==> src/rtl/alu_pkg.sv <==
// Shared types for the ALU issue stage: alu_op codes, RV32I opcodes and the
// decoded issue packet handed from the decoder to the skid buffer.
package alu_pkg;

  typedef enum logic [3:0] {
    ALU_ADD  = 4'b0000,
    ALU_SUB  = 4'b0001,
    ALU_SLT  = 4'b0010,
    ALU_SLTU = 4'b0011,
    ALU_XOR  = 4'b0100,
    ALU_OR   = 4'b0101,
    ALU_AND  = 4'b0110,
    ALU_SLL  = 4'b0111,
    ALU_SRL  = 4'b1000,
    ALU_SRA  = 4'b1001
  } alu_op_e;

  localparam logic [6:0] OPC_OP     = 7'b0110011;
  localparam logic [6:0] OPC_OP_IMM = 7'b0010011;
  localparam logic [6:0] OPC_LUI    = 7'b0110111;
  localparam logic [6:0] OPC_AUIPC  = 7'b0010111;

  typedef struct packed {
    logic [31:0] operand_a;
    logic [31:0] operand_b;
    alu_op_e     alu_op;
    logic [4:0]  rd_addr;
    logic        rd_wren;
    logic        illegal;
  } issue_pkt_t;

  // alt selects SUB for funct3=000 and SRA for funct3=101
  function automatic alu_op_e funct3_to_op(input logic [2:0] funct3, input logic alt);
    alu_op_e op;
    op = ALU_ADD;
    case (funct3)
      3'b000: op = alt ? ALU_SUB : ALU_ADD;
      3'b001: op = ALU_SLL;
      3'b010: op = ALU_SLT;
      3'b011: op = ALU_SLTU;
      3'b100: op = ALU_XOR;
      3'b101: op = alt ? ALU_SRA : ALU_SRL;
      3'b110: op = ALU_OR;
      3'b111: op = ALU_AND;
      default: op = ALU_ADD;
    endcase
    return op;
  endfunction

endpackage

==> src/rtl/alu_decoder.sv <==
// Combinational RV32I ALU-class decoder. With ALU_ISSUE_FWD_EN defined, a
// write-back bypass overrides the register-file read data before selection.
module alu_decoder
  import alu_pkg::*;
(
  input  logic [31:0] instr_i,
  input  logic [31:0] pc_i,
  input  logic [31:0] rs1_data_i,
  input  logic [31:0] rs2_data_i,
`ifdef ALU_ISSUE_FWD_EN
  input  logic        wb_valid_i,
  input  logic [4:0]  wb_rd_i,
  input  logic [31:0] wb_data_i,
`endif
  output issue_pkt_t  pkt_o
);

  logic [31:0] rs1_val;
  logic [31:0] rs2_val;
  logic [31:0] imm_i;
  logic [31:0] imm_u;
  logic [2:0]  funct3;

`ifdef ALU_ISSUE_FWD_EN
  assign rs1_val = (wb_valid_i && (wb_rd_i != 5'd0) && (wb_rd_i == instr_i[19:15])) ? wb_data_i : rs1_data_i;
  assign rs2_val = (wb_valid_i && (wb_rd_i != 5'd0) && (wb_rd_i == instr_i[24:20])) ? wb_data_i : rs2_data_i;
`else
  assign rs1_val = rs1_data_i;
  assign rs2_val = rs2_data_i;
`endif

  assign imm_i  = {{20{instr_i[31]}}, instr_i[31:20]};
  assign imm_u  = {instr_i[31:12], 12'b0};
  assign funct3 = instr_i[14:12];

  always_comb begin
    pkt_o         = '0;
    pkt_o.alu_op  = ALU_ADD;
    pkt_o.rd_addr = instr_i[11:7];
    case (instr_i[6:0])
      OPC_OP: begin
        pkt_o.operand_a = rs1_val;
        pkt_o.operand_b = rs2_val;
        pkt_o.alu_op    = funct3_to_op(funct3, instr_i[30]);
      end
      OPC_OP_IMM: begin
        pkt_o.operand_a = rs1_val;
        // instr[30] is an immediate bit except on right shifts, so it only picks SRAI
        if (funct3 == 3'b001 || funct3 == 3'b101) begin
          pkt_o.operand_b = {27'b0, instr_i[24:20]};
          pkt_o.alu_op    = funct3_to_op(funct3, (funct3 == 3'b101) && instr_i[30]);
        end else begin
          pkt_o.operand_b = imm_i;
          pkt_o.alu_op    = funct3_to_op(funct3, 1'b0);
        end
      end
      OPC_LUI: begin
        pkt_o.operand_b = imm_u;
      end
      OPC_AUIPC: begin
        pkt_o.operand_a = pc_i;
        pkt_o.operand_b = imm_u;
      end
      default: begin
        pkt_o.illegal = 1'b1;
      end
    endcase
    pkt_o.rd_wren = !pkt_o.illegal && (instr_i[11:7] != 5'd0);
  end

endmodule

==> src/rtl/alu_issue_stage.sv <==
// ALU issue stage: decoder feeding a two-entry skid buffer with registered
// in_ready. Optional write-back forwarding ports under ALU_ISSUE_FWD_EN.
module alu_issue_stage
  import alu_pkg::*;
#(
  parameter int XLEN = 32
) (
  input  logic            clk,
  input  logic            rst,
  input  logic            in_valid,
  output logic            in_ready,
  input  logic [31:0]     instr,
  input  logic [XLEN-1:0] pc,
  input  logic [XLEN-1:0] rs1_data,
  input  logic [XLEN-1:0] rs2_data,
  input  logic            flush,
  output logic            out_valid,
  input  logic            out_ready,
  output logic [XLEN-1:0] operand_a,
  output logic [XLEN-1:0] operand_b,
  output logic [3:0]      alu_op,
  output logic [4:0]      rd_addr,
  output logic            rd_wren,
  output logic            illegal
`ifdef ALU_ISSUE_FWD_EN
  ,
  input  logic            wb_valid,
  input  logic [4:0]      wb_rd,
  input  logic [XLEN-1:0] wb_data
`endif
);

  typedef enum logic [1:0] {ST_EMPTY, ST_ONE, ST_TWO} skid_state_e;

  skid_state_e state_q, state_d;
  issue_pkt_t  main_q, main_d;
  issue_pkt_t  skid_q, skid_d;
  logic        in_ready_q, in_ready_d;
  issue_pkt_t  dec_pkt;
  logic        accept;
  logic        drain;

  alu_decoder u_decoder (
    .instr_i    (instr),
    .pc_i       (pc),
    .rs1_data_i (rs1_data),
    .rs2_data_i (rs2_data),
`ifdef ALU_ISSUE_FWD_EN
    .wb_valid_i (wb_valid),
    .wb_rd_i    (wb_rd),
    .wb_data_i  (wb_data),
`endif
    .pkt_o      (dec_pkt)
  );

  assign out_valid = (state_q != ST_EMPTY);
  assign in_ready  = in_ready_q;
  assign accept    = in_valid && in_ready_q;
  assign drain     = out_valid && out_ready;

  always_comb begin
    state_d = state_q;
    main_d  = main_q;
    skid_d  = skid_q;
    // A beat accepted during flush is simply never written anywhere
    if (flush) begin
      state_d = ST_EMPTY;
    end else begin
      case (state_q)
        ST_EMPTY: begin
          if (accept) begin
            main_d  = dec_pkt;
            state_d = ST_ONE;
          end
        end
        ST_ONE: begin
          if (accept && drain) begin
            main_d = dec_pkt;
          end else if (accept) begin
            skid_d  = dec_pkt;
            state_d = ST_TWO;
          end else if (drain) begin
            state_d = ST_EMPTY;
          end
        end
        ST_TWO: begin
          if (drain) begin
            main_d  = skid_q;
            state_d = ST_ONE;
          end
        end
        default: state_d = ST_EMPTY;
      endcase
    end
    in_ready_d = (state_d != ST_TWO);
  end

  always_ff @(posedge clk or posedge rst) begin
    if (rst) begin
      state_q    <= ST_EMPTY;
      main_q     <= '0;
      skid_q     <= '0;
      in_ready_q <= 1'b1;
    end else begin
      state_q    <= state_d;
      main_q     <= main_d;
      skid_q     <= skid_d;
      in_ready_q <= in_ready_d;
    end
  end

  assign operand_a = main_q.operand_a;
  assign operand_b = main_q.operand_b;
  assign alu_op    = main_q.alu_op;
  assign rd_addr   = main_q.rd_addr;
  assign rd_wren   = main_q.rd_wren;
  assign illegal   = main_q.illegal;

endmodule

==> config.mk <==
export PLATFORM = sky130hd
export DESIGN_NAME = alu_issue_stage
export DESIGN_NICKNAME = d
export VERILOG_FILES = /design/src/rtl/alu_pkg.sv /design/src/rtl/alu_decoder.sv /design/src/rtl/alu_issue_stage.sv
export SDC_FILE = /design/constraint.sdc
export NUM_CORES = 1
export LEC_CHECK = 0
export CORE_ASPECT_RATIO = 0.9
export CORE_MARGIN = 4
export CORE_UTILIZATION = 25
export CTS_BUF_LIST = sky130_fd_sc_hd__clkbuf_16
export CTS_CLUSTER_DIAMETER = 80
export DETAILED_ROUTE_END_ITERATION = 12
export DONT_BUFFER_PORTS = 1
export HOLD_SLACK_MARGIN = 0.05
export PLACE_DENSITY = 0.45
export SLEW_MARGIN = 0
export SYNTH_ARGS = -nofsm -noshare
export SYNTH_HDL_FRONTEND = slang
export SYNTH_HIERARCHICAL = 1
export SYNTH_SLANG_ARGS = --single-unit
==> constraint.sdc <==
create_clock -name clk -period 16.63 [get_ports clk]
set_clock_uncertainty 0.15 [all_clocks]
set_input_delay 3.326 -clock clk [delete_from_list [all_inputs] [get_ports clk]]
set_output_delay 3.326 -clock clk [all_outputs]
set_load 0.01 [all_outputs]
Yosys cells after proc, flatten, opt, wreduce, memory -nomap -nowiden
Memory sizes are Yosys's and may differ from the RTL's.
Cells that the tools add are included.
{"block": "word_totals", "mem_bits_ro": 32, "mem_count": 1, "elab_cells": 72, "output_inout_bits": 77, "reg_bits": 153, "inputBits": 133}
{"memory": "(no name shown)", "depth": 8, "width": 4, "read_ports": 1, "rd_clocked_by_memory_dff": 0, "wr": 0, "line": "alu_pkg.sv:36", "source": "case (funct3)"}
{"block": "op_classes", "n_bitwise": 2, "n_eq_ne": 17, "mux": 22, "n_reduce_logical": 16}
{"operator": "$mux 75", "count": 3}
{"operator": "$pmux 75 s3", "count": 1}
{"operator": "$pmux 32 s3", "count": 1}
{"operator": "$pmux 32 s2", "count": 1}
{"operator": "$pmux 4 s8", "count": 2}
{"operator": "$mux 36", "count": 1}
{"operator": "$eq 7x5->1 const B", "count": 2}
{"operator": "$eq 7x6->1 const B", "count": 2}
{"operator": "$eq 3x3->1 const B", "count": 4}
{"operator": "$mux 2", "count": 6}
{"operator": "$ne 2x2->1 const B", "count": 4}
{"operator": "$pmux 4 s2", "count": 1}
{"operator": "$eq 3x2->1 const B", "count": 2}
{"operator": "$pmux 2 s3", "count": 1}
{"operator": "$logic_and 1x1->1", "count": 5}
{"operator": "$mux 1", "count": 5}
{"operator": "$reduce_and 5->1", "count": 1}
{"operator": "$reduce_bool 5->1", "count": 1}
{"operator": "$reduce_and 4->1", "count": 1}
{"operator": "$reduce_or 2->1", "count": 2}
{"operator": "$reduce_or 4->1", "count": 1}
{"operator": "$eq 3x1->1 const B", "count": 1}
{"operator": "$logic_not 3->1", "count": 1}
{"operator": "$reduce_bool 3->1", "count": 1}
{"operator": "other kinds (6)", "count": 7}

Depth between registers and ports, before layout
{"block": "depth", "depth_word": 8, "ltp_mapped": 8, "ltp_nobuf": 5}

Cells and area by module
Netlist, hierarchy kept.
{"mod": "alu_issue_stage", "n_inst": 1, "seq_area_each_um2": 3829.9, "cells_each": 506, "area_per_inst_um2": 6408.6}
{"mod": "alu_decoder", "n_inst": 1, "seq_area_each_um2": 0.0, "cells_each": 237, "area_per_inst_um2": 1413.9}

Least setup slack after synthesis
Ideal clock, no wire load.
{"block": "synth_path", "kind": "input -> register", "from": "input port instr[13]", "to": "register skid_q[24] (netlist bit)", "arrival_ns": 4.473, "t_required_ns": 16.355, "path_stages": 6, "path_buffers": 2, "slack_ns": 11.882, "cell_sequence": "nand2b_1 > buf_4 > a31oi_4 > buf_6 > a221oi_2 > mux2_2"}
{"item": "from (decl)", "line": "alu_issue_stage.sv:12", "source": "input logic [31:0] instr,"}
{"item": "to (signal assigned)", "line": "alu_issue_stage.sv:107", "source": "skid_q <= skid_d;"}
{"item": "to (decl)", "line": "alu_issue_stage.sv:37", "source": "issue_pkt_t skid_q, skid_d;"}

==> impl_metrics.csv <==
group,metric,value,unit
floorplan,initial_core_util,0.253,
yosys,avgSynthCellArea,10.5,sq um
placed_design,portBuffers,0,
timing,slew_headroom,0.379,
power,sw_frac_of_total,0.265,
route,wl_per_cell,20.0,microns
critical_path,worst_ep_arrival_time,5.25,ns
clock_tree,post_cts_resized,0,
power,p_switching,0.000221,W
power,power,0.000833,W
timing,tns,0,ns
yosys,ys_seq_elements,153,
layout,num_antenna_cells,0,
route,viasPerCell,4.60,
clock_tree,clk_latency,0.42,ns
yosys,synth_nets,876,
timing,rsz0062_at_grt,"no",
yosys,seq_area_frac_synth,0.490,
grt,grt-ovfl-total,0,
power,sequentialPowerShare,0.475,
critical_path,worstPathRequired,16.82,ns
timing,worst_pin_slew,0.932,ns
placed_design,dp_hpwl,15.1,mm
grt,antenna_found_initial,0,
clock_tree,cts_buffers,17,
floorplan,fp.dieW,194,microns
grt,grt_max_degree,97,
power,worst_ir_drop_vdd,68.4,uV
layout,drive_above_1_share,0.201,
yosys,ys_warn_count,6,
floorplan,die_h,176,microns
grt,grt_pass1_vias,5348,
clock_tree,cts_root_buf,"clkbuf_16",
layout,areaGrowthSynthToFinish,9.90,%
critical_path,worstSetupPathType,"in2reg",
placed_design,gp_congestion,0.838,
power,power_frac_comb,0.072,
layout,finish.instance_area,0.00860,sq mm
clock_tree,post-cts-setup-buffer-count,0,
clock_tree,cts_hold_buf,0,
placed_design,placed_area,0.00805,sq mm
critical_path,start_kind,"input pin",
grt,track_usage,0.132,
run_status,outcome,"complete, no violations",
placed_design,place_inst,1098,
floorplan,core_area,0.0309,sq mm
route,first_iter_violations,234,
timing,hold_viol_final,0,
yosys,mappedNetlistArea,0.00782,sq mm
layout,final_cells,1130,
route,drc,0,
run,cap_violations,0,
grt,grt_pass1_wl,34.4,mm
yosys,synth_cells,743,
floorplan,design.die.area,0.0342,sq mm
floorplan,ios,210,
power,p_clk_frac,0.452,
timing,min_period_over_period,0.305,
yosys,yosysTopAreaCell,"dfrtp_1",
yosys,synthDominantCellAreaShare,0.486,
route,via_count,5193,
timing,clock.fmax,0.197,GHz
clock_tree,clk_path_buf_depth,2,
clock_tree,cts_num_sinks,153,
clock_tree,cts_tree,"built",
critical_path,cp-end-kind,"flop",
critical_path,worstPathMaxFanout,30,
route,postRouteAntennaNets,0,
timing,finalSetupViolCount,0,
clock_tree,h-tree-depth,4,
layout,nNetsFinal,841,
power,powerDensity,96.9,mW/mm^2
power,p_int,0.000612,W
clock_tree,clkSlewWorstSetupHoldPaths,0.07,ns
floorplan,rows,61,
yosys,synth_area_leaders,"dfrtp_1 49%, mux2_2 11%, mux2i_1 10%",
route,first_pass_iters,4,
yosys,ys_types,38,
power,leakagePower,3.89,nW
timing,period_minus_slack,5.07,ns
timing,slew_viol_final,0,
min_path,worst_hold_path_type,"reg2reg",
route,drt_wl_total,22.6,mm
-- through the flow --
stage,util,setup slack [ns],hold WS [ns]
after floorplan,-,9.03,0.329
after global placement,0.260,11.14,0.336
after detailed placement,0.260,11.08,0.342
after CTS,0.278,11.57,0.357
after global routing,0.278,11.43,0.365
final,0.278,11.56,0.354
-- Yosys cell counts (all sizes together) --
cell / count
dfrtp: 152
nand2: 107
mux2i: 80
mux2: 76
o21ai: 76
buf: 50
a21oi: 42
nor2: 42
nor2b: 35
inv: 23
a221oi: 19
clkbuf: 12
nand3: 8
nand2b: 4
a31oi: 3
nor3: 2
a211o: 1
a41oi: 1
and3b: 1
and4bb: 1
dfstp: 1
nand3b: 1
o211ai: 1
o22a: 1
or2: 1
or3: 1
or4: 1
xnor2: 1
-- flip-flops by register name (all words and copies together) (netlist names) --
signal and cells:
skid_q 75, operand_a 32, operand_b 32, rd_addr 5, alu_op 4, state_q 2
illegal 1, in_ready 1, rd_wren 1
-- worst paths after layout --
check                           slack, ns  cells past startpoint            end       start
max in group asynchronous           12.15                      2      skid_q[1]         rst
min in group asynchronous            2.77                      1  operand_b[16]         rst
worst min register to register       0.35                      1     skid_q[63]  skid_q[63]
worst max-delay path                11.56                      6  operand_b[18]    instr[3]
worst min-delay path                 0.35                      1     skid_q[63]  skid_q[63]
worst max register to register      14.12                      5     skid_q[67]  state_q[0]
-- area by class of cell --
| class | instances | area, sq um |
|---|---|---|
| timing repair buffer | 8 | 60.1 |
| inverter | 23 | 91.3 |
| sequential | 153 | 3830 |
| multi-input combinational | 505 | 3550 |
| tap | 409 | 512 |
| clock inverter | 15 | 126 |
| fill | 3270 | 22300 |
| clock buffer | 17 | 425 |
-- power groups by stage --
stage / Clock (W) / Combinational, W / Sequential, W
2_1_floorplan: 0 / 0.0000538 / 0.000400
3_3_place_gp: 0 / 0.0000630 / 0.000403
3_5_place_dp: 0 / 0.0000627 / 0.000404
4_1_cts: 0.000395 / 0.0000628 / 0.000396
5_1_grt: 0.000411 / 0.0000683 / 0.000398
6_report: 0.000377 / 0.0000603 / 0.000396
-- cells by family (layout without fill, tap and decap cells) --
| kind of cell | Yosys count | count (layout) | share of synthesized area |
|---|---|---|---|
| AOI/OAI and AO/OA | 144 | 144 | 0.120 |
| xor gates and xnor gates | 1 | 1 | 0.00112 |
| buffers and inverters | 85 | 63 | 0.0605 |
| DFF | 153 | 153 | 0.490 |
| muxes | 156 | 156 | 0.212 |
| and+or+nand+nor | 204 | 204 | 0.117 |
-- critical path, cell delays in order --
cell and delay [ns]:
nand2b_4 0.12, or3_2 0.74, buf_4 0.41, a221oi_1 0.32, mux2i_1 0.12, o21ai_0 0.19
-- per-layer routing --
metal  GRT usage  vias to the layer above  routed length [microns]
met1       0.177                     2574                    10300
met2       0.205                      133                    10600
li1            -                     2478                        -
met5           0                        -                        0
met3      0.0481                        8                     1560
met4      0.0281                        0                      146
-- layout by cell type, fill, tap and decap left out, types with 2 or more instances in the layout --
| cell type | Yosys | layout |
|---|---|---|
| a21oi_2 | 4 | 4 |
| clkinv_4 | 0 | 3 |
| clkinvlp_4 | 0 | 3 |
| nor2b_1 | 35 | 33 |
| o21ai_0 | 69 | 69 |
| nand2b_1 | 3 | 2 |
| a21oi_1 | 38 | 38 |
| mux2_2 | 76 | 76 |
| buf_4 | 23 | 8 |
| nor3_1 | 2 | 2 |
| dfrtp_1 | 152 | 152 |
| mux2i_1 | 80 | 80 |
| a221oi_1 | 4 | 4 |
| inv_6 | 0 | 4 |
| a31oi_1 | 2 | 2 |
| clkbuf_16 | 0 | 17 |
| a221oi_2 | 15 | 15 |
| nand3_1 | 8 | 8 |
| nor2_1 | 42 | 42 |
| inv_1 | 22 | 22 |
| clkinv_1 | 0 | 2 |
| o21ai_1 | 7 | 7 |
| nand2_1 | 107 | 106 |
| clkinv_2 | 0 | 2 |
Note: power is estimated with default switching activity, not from simulation.
